--- config.mk ---
export PLATFORM = sky130hd
export DESIGN_NAME = ram_rw_host
export DESIGN_NICKNAME = d
export VERILOG_FILES = /design/src/rtl/ram_rw_host_pkg.sv /design/src/rtl/ram_rw_host_edge2en.sv /design/src/rtl/ram_rw_host.sv
export SDC_FILE = /design/constraint.sdc
export NUM_CORES = 1
export LEC_CHECK = 0
export CORE_UTILIZATION = 53
export CTS_CLUSTER_DIAMETER = 40
export DETAILED_ROUTE_END_ITERATION = 8
export PLACE_DENSITY_LB_ADDON = 0.08
export SYNTH_ARGS = -nofsm -noshare
export SYNTH_HDL_FRONTEND = slang
export SYNTH_SLANG_ARGS = --single-unit
--- constraint.sdc ---
create_clock -name clk_i -period 3.05 [get_ports clk_i]
set_input_delay 0.305 -clock clk_i [delete_from_list [all_inputs] [get_ports clk_i]]
set_output_delay 0.305 -clock clk_i [all_outputs]
set_load 0.01 [all_outputs]
--- src/rtl/ram_rw_host_pkg.sv ---
// Shared definitions for the RAM read/write host: command bytes, request ops, FSM states.
package ram_rw_host_pkg;

  typedef enum logic [7:0] {
    CMD_RST     = 8'h2A,
    CMD_RUN     = 8'h2B,
    CMD_CONF_WR = 8'h2C,
    CMD_CONF_RD = 8'h2D,
    CMD_DATA_WR = 8'h2E,
    CMD_DATA_RD = 8'h2F
  } cmd_t;

  typedef enum logic [2:0] {
    OP_RST     = 3'd0,
    OP_RUN     = 3'd1,
    OP_CONF_WR = 3'd2,
    OP_CONF_RD = 3'd3,
    OP_DATA_WR = 3'd4,
    OP_DATA_RD = 3'd5
  } op_t;

  typedef enum logic [2:0] {
    S_IDLE,
    S_CMD,
    S_CFG_TX,
    S_DAT_TX,
    S_CFG_RX,
    S_DAT_RX,
    S_FIN
  } state_t;

  localparam logic [7:0]  FAULT_BYTE = 8'hEF;
  localparam int unsigned CFG_BYTES  = 8;

  function automatic cmd_t op2cmd(input logic [2:0] op);
    case (op)
      OP_RUN:     return CMD_RUN;
      OP_CONF_WR: return CMD_CONF_WR;
      OP_CONF_RD: return CMD_CONF_RD;
      OP_DATA_WR: return CMD_DATA_WR;
      OP_DATA_RD: return CMD_DATA_RD;
      default:    return CMD_RST;
    endcase
  endfunction

endpackage

--- src/rtl/ram_rw_host_edge2en.sv ---
// Rising-edge detector: turns a level-valid input into a single-cycle enable.
module edge2en (
  input  logic clk_i,
  input  logic rst_n_i,
  input  logic sig_i,
  output logic en_o
);

  logic sig_q;

  always_ff @(posedge clk_i) begin
    if (!rst_n_i) sig_q <= 1'b0;
    else          sig_q <= sig_i;
  end

  assign en_o = sig_i & ~sig_q;

endmodule

--- src/rtl/ram_rw_host.sv ---
// Host that drives a UART-attached RAM: sends command/config/data bytes and
// collects config/data replies, with an idle timeout on the receive side.
module ram_rw_host
  import ram_rw_host_pkg::*;
#(
  parameter int unsigned XLEN       = 32,
  parameter int unsigned RX_TIMEOUT = 1048576
) (
  input  logic            clk_i,
  input  logic            rst_n_i,
  input  logic            req_vld_i,
  output logic            req_rdy_o,
  input  logic [2:0]      req_op_i,
  input  logic [XLEN-1:0] req_addr_i,
  input  logic [XLEN-1:0] req_size_i,
  output logic [XLEN-1:0] src_rd_addr_o,
  input  logic [7:0]      src_rd_data_i,
  output logic            snk_wr_en_o,
  output logic [XLEN-1:0] snk_wr_addr_o,
  output logic [7:0]      snk_wr_data_o,
  output logic [7:0]      tx_data_o,
  output logic            tx_data_vld_o,
  input  logic            tx_data_rdy_i,
  input  logic [7:0]      rx_data_i,
  input  logic            rx_data_vld_i,
  output logic            rx_data_rdy_o,
  output logic [XLEN-1:0] cfg_addr_o,
  output logic [XLEN-1:0] cfg_size_o,
  output logic            busy_o,
  output logic            done_o,
  output logic            err_o,
  output logic            fault_o
);

  localparam logic [XLEN-1:0] CFG_LAST = XLEN'(CFG_BYTES - 1);
  localparam logic [31:0]     TMO_LAST = 32'(RX_TIMEOUT - 1);

  state_t          state_q, state_d;
  logic [2:0]      op_q, op_d;
  logic [XLEN-1:0] cnt_q, cnt_d;
  logic [31:0]     tmo_q, tmo_d;
  logic [XLEN-1:0] host_addr_q, host_addr_d, host_size_q, host_size_d;
  logic [XLEN-1:0] cfg_addr_q, cfg_addr_d, cfg_size_q, cfg_size_d;
  logic [63:0]     rx_sh_q, rx_sh_d;
  logic            fault_q, fault_d, err_q, err_d, rx_rdy_q, rx_rdy_d;
  logic            snk_en_q, snk_en_d;
  logic [XLEN-1:0] snk_addr_q, snk_addr_d;
  logic [7:0]      snk_data_q, snk_data_d;

  logic            rx_ev;
  logic            tx_vld;
  logic [7:0]      tx_data;
  logic [63:0]     cfg_word;
  logic            cnt_last;
  logic            rx_state;

  edge2en u_rx_edge (
    .clk_i   (clk_i),
    .rst_n_i (rst_n_i),
    .sig_i   (rx_data_vld_i),
    .en_o    (rx_ev)
  );

  assign cfg_word = {32'(host_size_q), 32'(host_addr_q)};
  assign rx_state = (state_q == S_CFG_RX) || (state_q == S_DAT_RX);
  assign cnt_last = (state_q == S_CFG_TX || state_q == S_CFG_RX) ? (cnt_q == CFG_LAST)
                                                                   : (cnt_q == host_size_q);

  always_comb begin
    state_d     = state_q;
    op_d        = op_q;
    cnt_d       = cnt_q;
    tmo_d       = '0;
    host_addr_d = host_addr_q;
    host_size_d = host_size_q;
    cfg_addr_d  = cfg_addr_q;
    cfg_size_d  = cfg_size_q;
    rx_sh_d     = rx_sh_q;
    fault_d     = fault_q;
    err_d       = 1'b0;
    snk_en_d    = 1'b0;
    snk_addr_d  = snk_addr_q;
    snk_data_d  = snk_data_q;
    tx_vld      = 1'b0;
    tx_data     = '0;

    if (!rx_data_vld_i) rx_rdy_d = 1'b0;
    else if (rx_ev)     rx_rdy_d = 1'b1;
    else                rx_rdy_d = rx_rdy_q;

    if (rx_ev && rx_data_i == FAULT_BYTE && !rx_state && state_q != S_FIN)
      fault_d = 1'b1;

    case (state_q)
      S_IDLE: begin
        if (req_vld_i) begin
          op_d    = req_op_i;
          cnt_d   = '0;
          state_d = S_CMD;
          if (req_op_i == OP_CONF_WR) begin
            host_addr_d = req_addr_i;
            host_size_d = req_size_i;
          end
          if (req_op_i == OP_RST) fault_d = 1'b0;
        end
      end
      S_CMD: begin
        if (op_q > OP_DATA_RD) begin
          err_d   = 1'b1;
          state_d = S_IDLE;
        end else begin
          tx_vld  = 1'b1;
          tx_data = op2cmd(op_q);
          if (tx_data_rdy_i) begin
            case (op_q)
              OP_CONF_WR: state_d = S_CFG_TX;
              OP_CONF_RD: state_d = S_CFG_RX;
              OP_DATA_WR: state_d = S_DAT_TX;
              OP_DATA_RD: state_d = S_DAT_RX;
              default:    state_d = S_FIN;
            endcase
          end
        end
      end
      S_CFG_TX, S_DAT_TX: begin
        tx_vld  = 1'b1;
        tx_data = (state_q == S_CFG_TX) ? cfg_word[{cnt_q[2:0], 3'b000} +: 8] : src_rd_data_i;
        if (tx_data_rdy_i) begin
          if (cnt_last) begin
            cnt_d   = '0;
            state_d = S_FIN;
          end else begin
            cnt_d = cnt_q + XLEN'(1);
          end
        end
      end
      S_CFG_RX, S_DAT_RX: begin
        if (rx_ev) begin
          if (state_q == S_CFG_RX) begin
            rx_sh_d = {rx_data_i, rx_sh_q[63:8]};
            if (cnt_last) begin
              cfg_addr_d = XLEN'(rx_sh_d[31:0]);
              cfg_size_d = XLEN'(rx_sh_d[63:32]);
            end
          end else begin
            snk_en_d   = 1'b1;
            snk_addr_d = cnt_q;
            snk_data_d = rx_data_i;
          end
          if (cnt_last) begin
            cnt_d   = '0;
            state_d = S_FIN;
          end else begin
            cnt_d = cnt_q + XLEN'(1);
          end
        end else if (tmo_q == TMO_LAST) begin
          err_d   = 1'b1;
          state_d = S_IDLE;
        end else begin
          tmo_d = tmo_q + 32'd1;
        end
      end
      S_FIN:   state_d = S_IDLE;
      default: state_d = S_IDLE;
    endcase
  end

  always_ff @(posedge clk_i) begin
    if (!rst_n_i) begin
      state_q     <= S_IDLE;
      op_q        <= '0;
      cnt_q       <= '0;
      tmo_q       <= '0;
      host_addr_q <= '0;
      host_size_q <= '0;
      cfg_addr_q  <= '0;
      cfg_size_q  <= '0;
      rx_sh_q     <= '0;
      fault_q     <= 1'b0;
      err_q       <= 1'b0;
      rx_rdy_q    <= 1'b0;
      snk_en_q    <= 1'b0;
      snk_addr_q  <= '0;
      snk_data_q  <= '0;
    end else begin
      state_q     <= state_d;
      op_q        <= op_d;
      cnt_q       <= cnt_d;
      tmo_q       <= tmo_d;
      host_addr_q <= host_addr_d;
      host_size_q <= host_size_d;
      cfg_addr_q  <= cfg_addr_d;
      cfg_size_q  <= cfg_size_d;
      rx_sh_q     <= rx_sh_d;
      fault_q     <= fault_d;
      err_q       <= err_d;
      rx_rdy_q    <= rx_rdy_d;
      snk_en_q    <= snk_en_d;
      snk_addr_q  <= snk_addr_d;
      snk_data_q  <= snk_data_d;
    end
  end

  // The read address follows the next-state counter so the 1-cycle source
  // latency lands the byte exactly when it is presented, and holds it while stalled.
  assign src_rd_addr_o = ((state_q == S_CMD && op_q == OP_DATA_WR) || state_q == S_DAT_TX)
                         ? cnt_d : '0;

  assign req_rdy_o     = (state_q == S_IDLE);
  assign busy_o        = (state_q != S_IDLE);
  assign done_o        = (state_q == S_FIN);
  assign err_o         = err_q;
  assign fault_o       = fault_q;
  assign tx_data_o     = tx_data;
  assign tx_data_vld_o = tx_vld;
  assign rx_data_rdy_o = rx_rdy_q;
  assign snk_wr_en_o   = snk_en_q;
  assign snk_wr_addr_o = snk_addr_q;
  assign snk_wr_data_o = snk_data_q;
  assign cfg_addr_o    = cfg_addr_q;
  assign cfg_size_o    = cfg_size_q;

endmodule

==> run metrics <==
commonest non-fill, non-tap cell in the layout nand2_1; clock buffer count from CTS 39; Worst-Skew Late Latency 540 ps; most frequent cells in the layout 379 x nand2_1, 285 x dfxtp_1, 205 x a21oi_1; critical path capture point type output port; Residual DRC 0; sw frac 26.7%; endpoints failing hold 0; post-synthesis cell type count 75; crit path cell chain xnor2_4, nor2_4, buf_4, nor3_2, o22ai_1, and4bb_4, buf_8, nand2_8, a22oi_2, buf_4, a311oi_4, buf_2; Worst EP required 2740 ps; combinational share of power 17.3%; Leakage Power 0.00745 µW; I/O pin cnt 240; RSZ-0062 raised after global routing yes; I/O Buffers 239; slowest CP cell and4bb_4; critical setup path kind reg -> out; chip height 161 µm; CP Launch Point state_q[2]$_SDFFE_PN0P_; GRT Total Usage 33.1%; Detailed Place HPWL 29500 µm; clk slew on worst S/H paths 60 ps; cells after synthesis 1665; global route total overflow 0; Switching Power 2850 µW; most frequent CP cell buf_4; Peak VDD IR 481 µV; placed inst area 17000 µm²; outcome finished, violations left; ant diodes 0; layout cells sized above 1 21.1%; Layout area overhead 43.3%; CTS Sinks 299; failing checks negative setup slack; first-pass GRT wire length 69000 µm; Routed WL per cell 18.6 µm; clk root buf clkbuf_16; Crit Path Max Fanout 7; # rows 57; Fmax 291 MHz; multi-input logic area 7260 µm²; sequential share of power 37.5%; HP Start req_size_i[25]; Post-synth EDFFs 0; CP arrival 3130 ps; MaxCap Viol Count 0; clock tree from TritonCTS built; Ys Warns 0; Final WS setup -387 ps; sequential share of the synthesized area 44.5%; Initial DRC Count 1308; Hold Path Stages 3; final cell count without fillers 2390; detailed-route wire length 44400 µm; layout net count 2127; Core Area 24600 µm²; ys flop type dfxtp_1; max-slew violation count 0; H-tree depth 2; Async SR Flop Fraction 0%; placed insts 2258; Detailed Routing Iterations Pass 1 6; period utilization 113%; initial core utilization 54.7%; worst hold path class in -> reg; Register Area 6010 µm²; post-route cell area 19300 µm²; FF-to-FF path depth 16; synthesized net count 1755; CP startpoint kind flop; PwrDens 553 nW/µm²; Via Count 13709; Clock Path Buffers 3; GP Congestion 0.898; Post-Syn Area 13400 µm²; clock skew 21.2 ps; Clk pwr share 45.2%; fillers 1735; largest net degree at the start of global routing 144; Seq cells post-synth 299; CTS Hold Buffers Added 0; DRT antenna net count 0; Die Width 161 µm; Least-Margin Pin Slew 826 ps; vias in the first global route 13072; Final min period 3440 ps; Power Internal 7810 µW; Max stage delay on crit path 410 ps; Avg Cell Area, Syn 8.08 µm²; Setup Viol. Count Final 32; DIE AREA 26000 µm²; initial antenna violation count 0; reg2reg start state_q[2]$_SDFFE_PN0P_; Vias/cell 5.74; max_slew headroom 44.9%
[what timing repair did]
| action | in CTS | in global routing |
|---|---|---|
| cloned | 2 | 0 |
| gates resized for setup | 222 | 36 |
| setup endpoints to repair | 41 | 39 |
| pin swaps | 33 | 23 |
| buffers inserted | 46 | 18 |
[through the flow]
step                setup slack [ps]  setup TNS [ps]  power, µW  hold slack (ps)  utilization (%)
floorplan                        407               0       4770              413                -
global placement                -317           -7530       5360              421             69.1
detailed placement              -370           -9100       5370              436             69.1
CTS                             -318           -7620      10600              309             77.4
global route                    -483          -12450      10900              325             78.3
finish                          -387           -8470      10700              327             78.3
[worst max-delay path: cells and delay by family (launching register included)]
family	cells	cell delay, ps
AOI/OAI and AO/OA	3	440
xor gates and xnor gates	1	300
buffers and inverters	4	690
DFF	1	360
and+or+nand+nor	4	800
[final cells by class]
class / count / share of cell area (%)
sequential: 299 / 31.2
timing repair buffer: 463 / 21.5
clock buffer: 47 / 5.43
multi-input combinational: 1214 / 37.7
tap: 324 / 2.10
inverter: 20 / 0.429
clock inverter: 23 / 1.71
[cell usage after synthesis, drive strengths merged (4+ instances only)]
| cell | n | area (µm²) |
|---|---|---|
| a211oi | 12 | 100 |
| a21oi | 214 | 1070 |
| a22oi | 9 | 82.6 |
| a31oi | 25 | 156 |
| a32oi | 4 | 42.6 |
| and2 | 9 | 56.3 |
| and3 | 14 | 87.6 |
| and4 | 5 | 43.8 |
| buf | 25 | 185 |
| clkbuf | 109 | 410 |
| dfxtp | 299 | 5990 |
| inv | 20 | 75.1 |
| mux2i | 72 | 721 |
| mux4 | 16 | 360 |
| nand2 | 385 | 1460 |
| nand2b | 6 | 37.5 |
| nand3 | 49 | 245 |
| nand3b | 9 | 67.6 |
| nand4 | 19 | 119 |
| nand4b | 6 | 52.6 |
| nor2 | 167 | 634 |
| nor2b | 11 | 68.8 |
| nor3 | 27 | 135 |
| nor4 | 12 | 87.6 |
| nor4bb | 8 | 80.1 |
| o21ai | 22 | 110 |
| o22ai | 8 | 50.1 |
| o2bb2ai | 6 | 52.6 |
| o311ai | 5 | 43.8 |
| o31ai | 5 | 37.5 |
| or2 | 7 | 46.3 |
| or3 | 7 | 43.8 |
| xnor2 | 25 | 238 |
| xor2 | 16 | 140 |
[flip-flops by register name, summed over array words and instances, names as in the netlist, 3 cells and up]
| signal | cells |
|---|---|
| rx_sh_q | 56 |
| cfg_addr_o | 32 |
| cfg_size_o | 32 |
| cnt_q | 32 |
| host_addr_q | 32 |
| host_size_q | 32 |
| snk_wr_addr_o | 32 |
| tmo_q | 32 |
| snk_wr_data_o | 8 |
| op_q | 3 |
| state_q | 3 |
[worst paths after layout]
kind | end | slack, ps
min reg2reg | tmo_q[0]$_SDFF_PP0_ | 440
max | src_rd_addr_o[26] | -390
min | host_size_q[25]$_SDFFE_PN0P_ | 330
max reg2reg | cnt_q[13]$_SDFF_PN0_ | 100
[layer usage]
layer  GRT usage (%)  routed length, µm  vias to the layer above
li1                -                  -                     6475
met1            42.5              18400                     6488
met2            54.9              20700                      625
met3            8.06               3930                      121
met4            9.99               1370                        0
met5               0                  0                        -
[power by group through the flow]
stage               clock (µW)  sequential (µW)  combinational [µW]
floorplan                    0             4060                 711
global placement             0             4080                1280
detailed placement           0             4080                1290
CTS                       4860             4000                1700
global route              5020             4000                1930
finish                    4820             4000                1850
[logic make-up after synthesis]
logic type | count (synthesis) | share of synthesized area [%]
flops | 299 | 44.5
fa+ha+maj | 4 | 0.335
compound gates | 329 | 14.3
xor+xnor | 41 | 2.81
simple gates | 749 | 24.9
mux | 89 | 8.12
buf+inv | 154 | 4.99
No activity file was read; power rests on OpenSTA's default activity.
